$ cat config.mk
export PLATFORM = sky130hd
export DESIGN_NAME = bus_mem_responder
export DESIGN_NICKNAME = d
export VERILOG_FILES = /design/src/rtl/bus_mem_responder.sv
export SDC_FILE = /design/constraint.sdc
export NUM_CORES = 2
export LEC_CHECK = 0
export CAP_MARGIN = 30
export CORE_MARGIN = 5
export CORE_UTILIZATION = 56
export DETAILED_ROUTE_END_ITERATION = 10
export DONT_BUFFER_PORTS = 1
export PLACE_DENSITY = 0.71
export SLEW_MARGIN = 5
export SYNTH_ARGS = -nofsm -noshare
export SYNTH_HDL_FRONTEND = slang
export SYNTH_SLANG_ARGS = --single-unit
$ cat constraint.sdc
create_clock -name clk -period 4.92 [get_ports clk]
set_clock_uncertainty 0.05 [all_clocks]
set_input_delay 0.246 -clock clk [delete_from_list [all_inputs] [get_ports clk]]
set_output_delay 0.246 -clock clk [all_outputs]
set_load 0.01 [all_outputs]
$ cat src/rtl/bus_mem_responder.sv
// Memory-side bus target: serves 16-bit word reads/writes from a local array with
// programmable read wait states, bus-lock freeze and out-of-range error responses.
module bus_mem_responder #(
    parameter logic [15:0] BASE_ADDR    = 16'h0000,
    parameter int unsigned DEPTH_LOG2   = 8,
    parameter int unsigned READ_LATENCY = 2
) (
    input  logic        clk,
    input  logic        rst,
    input  logic [15:0] i_addr_bus,
    input  logic        i_addr_enable,
    input  logic        i_rw_bus,
    input  logic [15:0] i_data_bus,
    input  logic        i_lock,
    output logic        o_ready,
    output logic        o_ack,
    output logic        o_err,
    output logic        o_data_enable,
    output logic [15:0] o_data_bus
);

    localparam int unsigned AW    = 16;
    localparam int unsigned DW    = 16;
    localparam int unsigned CW    = 4;
    localparam int unsigned DEPTH = 1 << DEPTH_LOG2;

    typedef enum logic [1:0] {IDLE, WAIT, RESP, ERR} state_t;

    state_t                state;
    logic [CW-1:0]         wait_cnt;
    logic [DEPTH_LOG2-1:0] cap_idx;
    logic [DW-1:0]         mem [DEPTH];

    logic [AW-1:0]         offset;
    logic [DEPTH_LOG2-1:0] req_idx;
    logic                  in_range;
    logic                  accept;
    logic                  mem_we;

    // Wrapping offset from the window base; index is truncated only after the range test.
    assign offset   = i_addr_bus - BASE_ADDR;
    assign in_range = 32'(offset) < DEPTH;
    assign req_idx  = offset[DEPTH_LOG2-1:0];

    assign o_ready = (state != WAIT) & ~i_lock;
    assign accept  = o_ready & i_addr_enable;
    assign mem_we  = accept & in_range & i_rw_bus & ~rst;

    // Writes commit at the accepting edge; the array itself has no reset.
    always_ff @(posedge clk) begin
        if (mem_we) begin
            mem[req_idx] <= i_data_bus;
        end
    end

    always_ff @(posedge clk or posedge rst) begin
        if (rst) begin
            state         <= IDLE;
            wait_cnt      <= '0;
            cap_idx       <= '0;
            o_ack         <= 1'b0;
            o_err         <= 1'b0;
            o_data_enable <= 1'b0;
            o_data_bus    <= '0;
        end else if (accept) begin
            cap_idx       <= req_idx;
            o_ack         <= 1'b0;
            o_err         <= 1'b0;
            o_data_enable <= 1'b0;
            o_data_bus    <= '0;
            if (!in_range) begin
                state <= ERR;
                o_err <= 1'b1;
            end else if (i_rw_bus) begin
                state <= RESP;
                o_ack <= 1'b1;
            end else if (READ_LATENCY == 0) begin
                state         <= RESP;
                o_ack         <= 1'b1;
                o_data_enable <= 1'b1;
                o_data_bus    <= mem[req_idx];
            end else begin
                state    <= WAIT;
                wait_cnt <= CW'(READ_LATENCY - 1);
            end
        end else if (!i_lock) begin
            // Lock freezes every state; otherwise advance the pending access.
            case (state)
                WAIT: begin
                    if (wait_cnt == '0) begin
                        state         <= RESP;
                        o_ack         <= 1'b1;
                        o_data_enable <= 1'b1;
                        o_data_bus    <= mem[cap_idx];
                    end else begin
                        wait_cnt <= wait_cnt - CW'(1);
                    end
                end
                RESP, ERR: begin
                    state         <= IDLE;
                    o_ack         <= 1'b0;
                    o_err         <= 1'b0;
                    o_data_enable <= 1'b0;
                    o_data_bus    <= '0;
                end
                default: begin
                end
            endcase
        end
    end

endmodule

==> run_results.csv <==
group,metric,value,unit
route,vias,84200,
floorplanning,die_y,546,microns
timing,hold_violations,0,
synth,yosys.cell_types.count,91,
clocking,cts_resized,0,
global_routing,grt_max_degree,257,
synth,ys_warn_count,0,
floorplanning,start_util,0.563,
timing,tns,0,ps
worst_setup_path,startpoint_type,"flop",
global_routing,grt_pass1_wl,617,mm
floorplanning,fp.dieW,546,microns
worst_setup_path,crit_arrival,5290,ps
route,ant_nets,0,
placement,hpwl,255,mm
clocking,cts_tree,"built",
worst_setup_path,end_kind,"flop",
job,drv_cap,0,
timing,finalCriticalPeriod,4550,ps
power_and_ir_drop,ir_drop,430,uV
route,drt-initial-drc-count,13200,
synth,syn_area_per_cell,21.0,sq um
clocking,cts_buffers,403,
worst_setup_path,path_class,"flop to flop",
finish,area_growth,12.9,%
worst_setup_path,crit_path_start,"cap_idx[0]",
worst_setup_path,cp_cell_sequence,"buf_4, buf_4, mux4_2, a22o_1, a221oi_1, o21ai_0, o32ai_1, o21ai_1",
worst_hold_path,hold_start,"i_addr_bus[2]",
synth,seq_area_frac_synth,0.770,
finish,fin_util,0.636,
finish,drive_above_1_share,0.242,
clocking,cts_root_buffer,"clkbuf_16",
worst_setup_path,cpPeakStageDelay,830,ps
worst_setup_path,crit_top_cell,"buf_4",
global_routing,overflow,0,
timing,fmax,0.220,GHz
timing,fin_hold_ws,15.6,ps
route,drt_wl_total,435,mm
route,vias_per_cell,6.82,
finish,nets,8292,
run_status,status,"finished with violations",
worst_hold_path,hold_path.class,"input pin to flop",
global_routing,track_usage,0.288,
timing,maxSlewViolCount,112,
synth,ys_top_cells_by_area,"edfxtp_1, mux4_2, mux2i_1",
synth,yosysMostFrequentCell,"edfxtp_1",
placement,io_buffers,0,
floorplanning,dieArea,0.298,sq mm
timing,maxSlewHeadroom,-0.0876,
placement,placed_cells,11500,
worst_setup_path,timing.rr.start,"cap_idx[0]",
worst_setup_path,slowest_stage,"dfrtp_4",
route,wire_per_inst,35.2,microns
timing,rsz0062_at_grt,"no",
timing,worst_pin_slew,1630,ps
floorplanning,io_pins,57,
synth,synth_nets,7692,
worst_setup_path,crit_required,5670,ps
run_status,violations,"slew limit",
floorplanning,core_area,0.285,sq mm
synth,synth_area,0.161,sq mm
power_and_ir_drop,powerDensity,523,mW/mm^2
clocking,clk_latency,990,ps
synth,synth_edf_count,4096,
synth,synth_common_cells,"edfxtp_1, mux4_2, mux2i_1",
worst_setup_path,cp_max_fo,23,
global_routing,grt_pass1_vias,82400,
synth,yosysTopAreaCell,"edfxtp_1",
floorplanning,placementRows,196,
synth,synth_flop_cell,"edfxtp_1",
clocking,htree_levels,5,
route,firstDrtPassIters,6,
timing,setup_violations,0,
synth,syn_inst,7653,
clocking,ctsLongestPathBuffers,4,
route,drc,0,
synth,ys_async_sr_fraction,0.00799,
clocking,clk_pin_slew_worst_paths,70,ps
power_and_ir_drop,power.leakage,58.1,nW
placement,routabilityCongestion,0.934,
global_routing,antenna_found_initial,11,
synth,yosysTopAreaCellShare,0.765,
finish,final_cell_count_no_fill,12400,
synth,yosys_register_bits,4129,
timing,finalCritPeriodShare,0.924,
clocking,cts_sinks,4129,
where the power goes:
| group | internal (mW) | switching, mW | leakage [nW] | total [mW] |
|---|---|---|---|---|
| combinational | 9.89 | 15.0 | 14.6 | 24.9 |
| clock | 17.4 | 13.1 | 6.34 | 30.5 |
| sequential | 38.8 | 0.645 | 37.2 | 39.4 |
cells by family (layout without fill, tap and decap cells):
group,after synthesis,in the layout,synth area share
xor gates and xnor gates,2,2,0.000109
AOI/OAI and AO/OA,827,827,0.0370
DFF,4129,4129,0.770
adders and majority gates,2,2,0.000156
buffers and inverters,455,1383,0.0200
muxes,1307,1307,0.147
other,0,8,0
and+or+nand+nor,931,931,0.0256
state kept, by name (all words and copies together) (netlist names):
register / count
o_data_enable: 1
cap_idx: 8
mem: 4096
o_err: 1
state: 2
o_data_bus: 16
wait_cnt: 4
o_ack: 1
final timing paths:
kind	end	slack (ps)	depth (start not counted)
worst max register to register	o_data_bus[9]	370	8
max in group asynchronous	cap_idx[6]	3770	4
worst max-delay path	o_data_bus[9]	370	8
worst min-delay path	mem[93][7]	20	2
min in group asynchronous	state[0]	440	4
worst min register to register	wait_cnt[0]	500	1
layout by cell type, fill, tap and decap left out, types with 94 or more instances in the layout:
cell type and count:
edfxtp_1 4096, o22ai_1 169, mux4_2 769, clkbuf_1 100
o21ai_0 108, nor2_1 385, nand2_1 285, o221ai_1 94
clkbuf_16 404, mux2i_1 399, buf_4 511
layout make-up:
class / count / area (sq um)
clock buffers: 515 / 10600
diodes: 8 / 20.0
flip-flops and latches: 4129 / 124000
well taps: 3762 / 4710
repair buffers: 641 / 5930
multi-input cells: 3069 / 33800
fillers: 18800 / 104000
inverters: 9 / 41.3
clock inverters: 218 / 2440
layer usage:
layer  track usage  part of all wire  vias to the layer above
met5             0           0.00011                        -
met4         0.141             0.059                        6
met3        0.0633              0.11                     1006
met2         0.437              0.46                     5913
met1         0.402              0.36                    44000
li1              -                 -                    33300
timing repair:
item | 4_1_cts | 5_1_grt
endpoints found under the hold margin | 4295 | 99
hold buffers | 64 | 1
setup endpoints to repair | 0 | 1
buffers inserted | 0 | 1
critical path: cells and delay by family (launching register included):
kind / cells / cell delay [ps]
buffers and inverters: 2 / 850
DFF: 1 / 830
AOI/OAI and AO/OA: 5 / 2020
muxes: 1 / 560
through the flow:
step	total power [mW]	setup slack, ps	instance area, sq um
after floorplan	55.9	1770	161000
after global routing	97.5	198	181000
after CTS	94.7	125	181000
after detailed placement	63.8	150	167000
final	94.9	372	181000
after global placement	63.6	55.7	167000
Power figures use the tool's default switching activity.
